**src/rtl/ttt_pkg.sv**
```systemverilog
// Shared definitions for the tic-tac-toe dot-matrix display.
// Holds the cell codes, glyph row patterns (leftmost column in the MSB),
// grid column indices, matrix dimensions and the blink phase encoding.
package ttt_pkg;

  typedef enum logic [1:0] {
    CELL_EMPTY = 2'b00,
    CELL_X     = 2'b01,
    CELL_O     = 2'b10
  } cell_e;

  typedef enum logic {
    PHASE_BLANK = 1'b0,
    PHASE_SHOW  = 1'b1
  } phase_e;

  localparam logic [3:0] GLYPH_EMPTY = 4'b0000;
  localparam logic [3:0] GLYPH_X_G0  = 4'b1001;
  localparam logic [3:0] GLYPH_X_G1  = 4'b0110;
  localparam logic [3:0] GLYPH_X_G2  = 4'b1001;
  localparam logic [3:0] GLYPH_O_G0  = 4'b0110;
  localparam logic [3:0] GLYPH_O_G1  = 4'b1001;
  localparam logic [3:0] GLYPH_O_G2  = 4'b0110;

  localparam int unsigned MATRIX_ROWS = 10;
  localparam int unsigned MATRIX_COLS = 14;
  localparam int unsigned GRID_COL_L  = 4;
  localparam int unsigned GRID_COL_R  = 9;
  localparam int unsigned STATUS_ROW  = 9;

endpackage

```
**src/rtl/glyph_rom.sv**
```systemverilog
// Combinational glyph lookup.
//   code_i    : 2-bit cell code (00 empty, 01 X, 10 O, 11 shown as empty)
//   row_i     : glyph row 0..2 (3 yields a blank row)
//   pattern_o : 4-bit row pattern, bit 3 = leftmost column
module glyph_rom
  import ttt_pkg::*;
(
  input  logic [1:0] code_i,
  input  logic [1:0] row_i,
  output logic [3:0] pattern_o
);

  always_comb begin
    pattern_o = GLYPH_EMPTY;
    case (code_i)
      CELL_X: begin
        case (row_i)
          2'd0:    pattern_o = GLYPH_X_G0;
          2'd1:    pattern_o = GLYPH_X_G1;
          2'd2:    pattern_o = GLYPH_X_G2;
          default: pattern_o = GLYPH_EMPTY;
        endcase
      end
      CELL_O: begin
        case (row_i)
          2'd0:    pattern_o = GLYPH_O_G0;
          2'd1:    pattern_o = GLYPH_O_G1;
          2'd2:    pattern_o = GLYPH_O_G2;
          default: pattern_o = GLYPH_EMPTY;
        endcase
      end
      default: pattern_o = GLYPH_EMPTY;
    endcase
  end

endmodule

```
**src/rtl/board_display.sv**
```systemverilog
// Scanned 10x14 dot-matrix driver for a tic-tac-toe board.
//   clk, rst     : clock, asynchronous active-high reset
//   enable       : 1 = scan, 0 = dark (counters forced to reset values)
//   board        : 9 cells x 2 bits, cell k at board[2k+1:2k]
//   turn_o       : 0 = X to move, 1 = O to move (status row)
//   blink_mask   : bit k = 1 blinks cell k
//   dot_row      : one-hot active-high row select
//   dot_col      : pixel data, matrix column c on dot_col[13-c]
//   frame_start  : one-cycle pulse when a frame snapshot is taken
module board_display
  import ttt_pkg::*;
#(
  parameter int unsigned ROW_DIV      = 2499,
  parameter int unsigned BLINK_FRAMES = 50
) (
  input  logic        clk,
  input  logic        rst,
  input  logic        enable,
  input  logic [17:0] board,
  input  logic        turn_o,
  input  logic [8:0]  blink_mask,
  output logic [9:0]  dot_row,
  output logic [13:0] dot_col,
  output logic        frame_start
);

  localparam logic [15:0] DIV_MAX   = 16'(ROW_DIV);
  localparam logic [7:0]  FRAME_MAX = 8'(BLINK_FRAMES - 1);
  localparam logic [3:0]  LAST_ROW  = 4'(MATRIX_ROWS - 1);
  localparam int unsigned MSB_COL   = MATRIX_COLS - 1;

  logic [15:0] div_q, div_d;
  logic [3:0]  row_q, row_d;
  logic [7:0]  frame_q, frame_d;
  phase_e      phase_q, phase_d;
  phase_e      snap_phase_q, snap_phase_d;
  logic [17:0] board_q, board_d;
  logic        turn_q, turn_d;
  logic [8:0]  mask_q, mask_d;
  logic [9:0]  dot_row_q, dot_row_d;
  logic [13:0] dot_col_q, dot_col_d;
  logic        fs_q, fs_d;

  logic [3:0]  cell_base;
  logic [1:0]  glyph_row;
  logic [1:0]  cell_code [3];
  logic [3:0]  pat [3];
  logic [13:0] line;

  // Cells of the current cell row, with blinked cells forced empty during
  // the blank phase captured with the snapshot.
  always_comb begin
    logic [3:0] k;
    logic [1:0] code;
    cell_base = '0;
    glyph_row = 2'd3;
    k         = '0;
    code      = CELL_EMPTY;
    case (row_q)
      4'd0, 4'd1, 4'd2: begin cell_base = 4'd0; glyph_row = row_q[1:0];         end
      4'd3, 4'd4, 4'd5: begin cell_base = 4'd3; glyph_row = 2'(row_q - 4'd3);   end
      4'd6, 4'd7, 4'd8: begin cell_base = 4'd6; glyph_row = 2'(row_q - 4'd6);   end
      default:          begin cell_base = 4'd0; glyph_row = 2'd3;               end
    endcase
    for (int unsigned c = 0; c < 3; c++) begin
      k    = cell_base + 4'(c);
      code = board_q[{k, 1'b0} +: 2];
      if (snap_phase_q == PHASE_BLANK && mask_q[k]) code = CELL_EMPTY;
      cell_code[c] = code;
    end
  end

  glyph_rom u_glyph0 (.code_i(cell_code[0]), .row_i(glyph_row), .pattern_o(pat[0]));
  glyph_rom u_glyph1 (.code_i(cell_code[1]), .row_i(glyph_row), .pattern_o(pat[1]));
  glyph_rom u_glyph2 (.code_i(cell_code[2]), .row_i(glyph_row), .pattern_o(pat[2]));

  always_comb begin
    line = '0;
    if (row_q == 4'(STATUS_ROW)) begin
      if (turn_q) line[3:0] = 4'b1111;
      else        line[MSB_COL -: 4] = 4'b1111;
    end else begin
      line[MSB_COL -: 4]              = pat[0];
      line[MSB_COL - GRID_COL_L]      = 1'b1;
      line[MSB_COL - GRID_COL_L - 1 -: 4] = pat[1];
      line[MSB_COL - GRID_COL_R]      = 1'b1;
      line[3:0]                       = pat[2];
    end
  end

  // Phase toggles at the snapshot that ends a blink half-period; the frame
  // just starting still displays with the pre-toggle phase.
  always_comb begin
    div_d        = div_q;
    row_d        = row_q;
    frame_d      = frame_q;
    phase_d      = phase_q;
    snap_phase_d = snap_phase_q;
    board_d      = board_q;
    turn_d       = turn_q;
    mask_d       = mask_q;
    dot_row_d    = '0;
    dot_col_d    = '0;
    fs_d         = 1'b0;
    if (!enable) begin
      div_d   = '0;
      row_d   = '0;
      frame_d = '0;
      phase_d = PHASE_SHOW;
    end else begin
      if (row_q == '0 && div_q == '0) begin
        fs_d         = 1'b1;
        board_d      = board;
        turn_d       = turn_o;
        mask_d       = blink_mask;
        snap_phase_d = phase_q;
        if (frame_q == FRAME_MAX) begin
          frame_d = '0;
          phase_d = (phase_q == PHASE_SHOW) ? PHASE_BLANK : PHASE_SHOW;
        end else begin
          frame_d = frame_q + 8'd1;
        end
      end
      if (div_q == DIV_MAX) begin
        div_d = '0;
        row_d = (row_q == LAST_ROW) ? '0 : row_q + 4'd1;
      end else begin
        div_d = div_q + 16'd1;
      end
      if (div_q != '0) begin
        dot_row_d = 10'(1) << row_q;
        dot_col_d = line;
      end
    end
  end

  always_ff @(posedge clk or posedge rst) begin
    if (rst) begin
      div_q        <= '0;
      row_q        <= '0;
      frame_q      <= '0;
      phase_q      <= PHASE_SHOW;
      snap_phase_q <= PHASE_BLANK;
      board_q      <= '0;
      turn_q       <= 1'b0;
      mask_q       <= '0;
      dot_row_q    <= '0;
      dot_col_q    <= '0;
      fs_q         <= 1'b0;
    end else begin
      div_q        <= div_d;
      row_q        <= row_d;
      frame_q      <= frame_d;
      phase_q      <= phase_d;
      snap_phase_q <= snap_phase_d;
      board_q      <= board_d;
      turn_q       <= turn_d;
      mask_q       <= mask_d;
      dot_row_q    <= dot_row_d;
      dot_col_q    <= dot_col_d;
      fs_q         <= fs_d;
    end
  end

  assign dot_row     = dot_row_q;
  assign dot_col     = dot_col_q;
  assign frame_start = fs_q;

endmodule
```
**config.mk**
```make
export PLATFORM = sky130hd
export DESIGN_NAME = board_display
export DESIGN_NICKNAME = d
export VERILOG_FILES = /design/src/rtl/ttt_pkg.sv /design/src/rtl/glyph_rom.sv /design/src/rtl/board_display.sv
export SDC_FILE = /design/constraint.sdc
export NUM_CORES = 1
export LEC_CHECK = 0
export BUFFER_PORTS_ARGS = -buffer_cell sky130_fd_sc_hd__buf_2
export CORE_ASPECT_RATIO = 1.2
export CORE_MARGIN = 2
export CORE_UTILIZATION = 58
export DETAILED_ROUTE_END_ITERATION = 10
export GPL_ROUTABILITY_DRIVEN = 1
export PLACE_DENSITY = 0.81
export SLEW_MARGIN = 20
export SYNTH_ARGS = -nofsm -noshare
export SYNTH_HDL_FRONTEND = slang
export SYNTH_SLANG_ARGS = --single-unit
```
**constraint.sdc**
```tcl
create_clock -name clk -period 5.4 [get_ports clk]
set_clock_uncertainty 0.1 [all_clocks]
set_input_delay 0.27 -clock clk [delete_from_list [all_inputs] [get_ports clk]]
set_output_delay 0.27 -clock clk [all_outputs]
set_load 0.02 [all_outputs]
```
==> impl_metrics.ini <==
[global_routing]
grt_first_pass_wirelength_um = 15300
grt_max_degree = 77
grt_antenna_before_repair = 0
grt_pass1_vias = 3187
grt_use_total = 0.225
grt.overflow.total = 0

[timing]
timing.final.crit_share = 0.920
grt_setup_unrepaired = false
timing.fmax_mhz = 201
setup_viol = 0
period_needed_ns = 4.97
hold_viol = 0
tns_ns = 0
drv_slew = 0
relSlewSlack = 0.366
tightest_slew_ns = 0.950

[finish]
mostFrequentLayoutCell = dfrtp_1
n_antenna_cell = 0
nets = 499
area_growth_pct = 10.6
fillCellCount = 591
drive_gt1_frac = 0.284
final_cell_mix = 75 x dfrtp_1, 55 x buf_2, 30 x nor2_1, 24 x mux2_4, 23 x nand2_1

[die]
die_x_um = 84.2
io_pins = 56
initial_utilization = 0.592
core-area_um2 = 7580
die-area_um2 = 8450
die_h_um = 100
row_count = 35

[power_and_ir_drop]
total_power_mw = 1.43
power.density_nw_per_um2 = 288
ir_drop_mv = 0.245
p_leak_nw = 2.34

[synth]
synth_cells = 402
synth_top_area_frac = 0.419
synth-async-reset-ratio = 1.00
yosysWarnings = 0
syn_area_um2 = 4480
ys_seq_elements = 76
synth-edff-count = 0
synth_nets = 452
avgSynthCellArea_um2 = 11.1
synth_top_cell_by_area = dfrtp_1
ys_types = 63
synthFlopType = dfrtp_1
seq_area_frac_synth = 0.425
ys_top_cells_by_area = dfrtp_1 42%, mux2_4 8.0%, ha_1 5.3%

[cts]
numClockSinks = 76
clk_pin_slew_ns = 0.08
cts_root_buf = clkbuf_8
clk_latency_ns = 0.37
h-tree-depth = 3
cts_buffer_depth = 2
cts_buffers = 9
cts_tree = done

[job]
max-cap-violations = 0

[setup_path]
start_kind = flop
cp.required_ns = 5.55
cp_max_fo = 15
path_class = flop to flop
crit_path_end_kind = flop
crit_arrival_ns = 5.12

[route]
firstDrtPassIters = 4
postRouteWirelength_um = 8920
m1WireLength_um = 3910
drt_iter0_markers = 148
drcViolationCount = 0
num_vias = 3322
wl_per_cell_um = 16.3
top_layer_used = met4
ant_nets = 0
viasPerCell = 6.08
wl_met3_um = 444
route.met2.wl_um = 4370

[place]
gp_congestion = 0.937
portBuffers = 55
dp_hpwl_um = 6460

[hold_path]
hold_path.class = input pin to flop

[outcome]
status = completed
[critical path, cell delays in order, from the launching register on]
cell and delay [ns]:
dfrtp_1 0.44, inv_1 0.14, ha_1 0.25, o21ai_0 0.38
o21ai_2 0.26, inv_1 0.23, ha_1 0.50, clkinv_1 0.37
nand3_2 0.26, mux4_2 0.54, a211oi_1 0.48, o221ai_1 0.21
ha_1 0.32, and3b_1 0.19, a32o_1 0.20
[flip-flops by register name, summed over array words and instances, names as in the netlist]
signal	cells
board_q	18
div_q	16
dot_col	7
dot_row	10
frame_q	8
frame_start	1
mask_q	9
phase_q	1
row_q	4
snap_phase_q	1
turn_q	1
[synthesized netlist by cell type (4+ instances only)]
cell type,n
a211oi_1,8
a21o_1,7
a21oi_1,6
and2_1,6
and3_1,15
buf_2,4
buf_4,8
clkbuf_1,4
dfrtp_1,75
ha_1,19
inv_1,13
mux2_2,8
mux2_4,24
mux2i_1,8
mux4_2,8
nand2_1,23
nand2b_1,7
nand3_1,17
nand3b_1,6
nand4_1,6
nand4b_1,5
nor2_1,30
nor2b_1,4
nor3_1,4
o211ai_1,5
o21ai_0,10
or3_1,4
xnor2_1,4
xor2_1,10
[layout make-up]
class	instances	area, µm²	area share
Tap cell	92	115	0.0232
Clock inverter	5	61.3	0.0124
Timing Repair Buffer	56	283	0.0571
Multi-Input combinational cell	292	2400	0.484
Sequential cell	76	1900	0.384
Clock buffer	11	141	0.0285
Inverter	14	52.6	0.0106
[final timing paths]
path                            cells after the start  slack (ns)  startpoint           end
worst max-delay path                               14        0.43    row_q[0]    dot_col[7]
worst min-delay path                                2        0.03   board[10]   board_q[10]
worst max register to register                     14        0.43    row_q[0]    dot_col[7]
worst min register to register                      1        0.40    div_q[0]      div_q[0]
max in group asynchronous                           3        4.47         rst  snap_phase_q
min in group asynchronous                           3        0.08         rst      div_q[0]
[power breakdown]
group          total, mW  leakage, nW  switching, mW  internal (mW)
Sequential         0.692        0.982         0.0619          0.630
Clock              0.439       0.0918          0.212          0.227
Combinational      0.296         1.27          0.125          0.172
[per-layer routing]
layer  vias to the layer above  GRT usage
met5                         -          0
li1                       1571          -
met4                         0     0.0968
met2                        99      0.367
met1                      1633      0.299
met3                        19     0.0370
[per-stage QoR]
stage / cell area, µm² / worst slack (ns) / hold slack (ns) / utilization / cells
floorplan: 4480 / 1.24 / 0.319 / - / 402
global placement: 4750 / 0.525 / 0.367 / 0.627 / 530
detailed placement: 4750 / 0.213 / 0.391 / 0.627 / 530
CTS: 4950 / 0.224 / 0.0237 / 0.653 / 546
global route: 4950 / 0.0501 / 0.0299 / 0.654 / 546
finish: 4950 / 0.432 / 0.0338 / 0.654 / 546
[kinds of logic after synthesis]
family | count (synthesis) | synth area share
AO/OA/AOI/OAI | 66 | 0.112
XOR/XNOR | 14 | 0.0274
adder cells (fa/ha/maj) | 19 | 0.0530
buffers and inverters | 34 | 0.0413
flip-flops | 76 | 0.425
multiplexers | 48 | 0.159
AND/OR/NAND/NOR | 145 | 0.183
[what timing repair did]
item                                   4_1_cts  5_1_grt
hold buffers                                 0        0
endpoints found under the hold margin        0        0
setup endpoints to repair                    0        2
buffers inserted                             0        0
resized for setup                            0        1
Note: power is estimated with default switching activity, not from simulation.
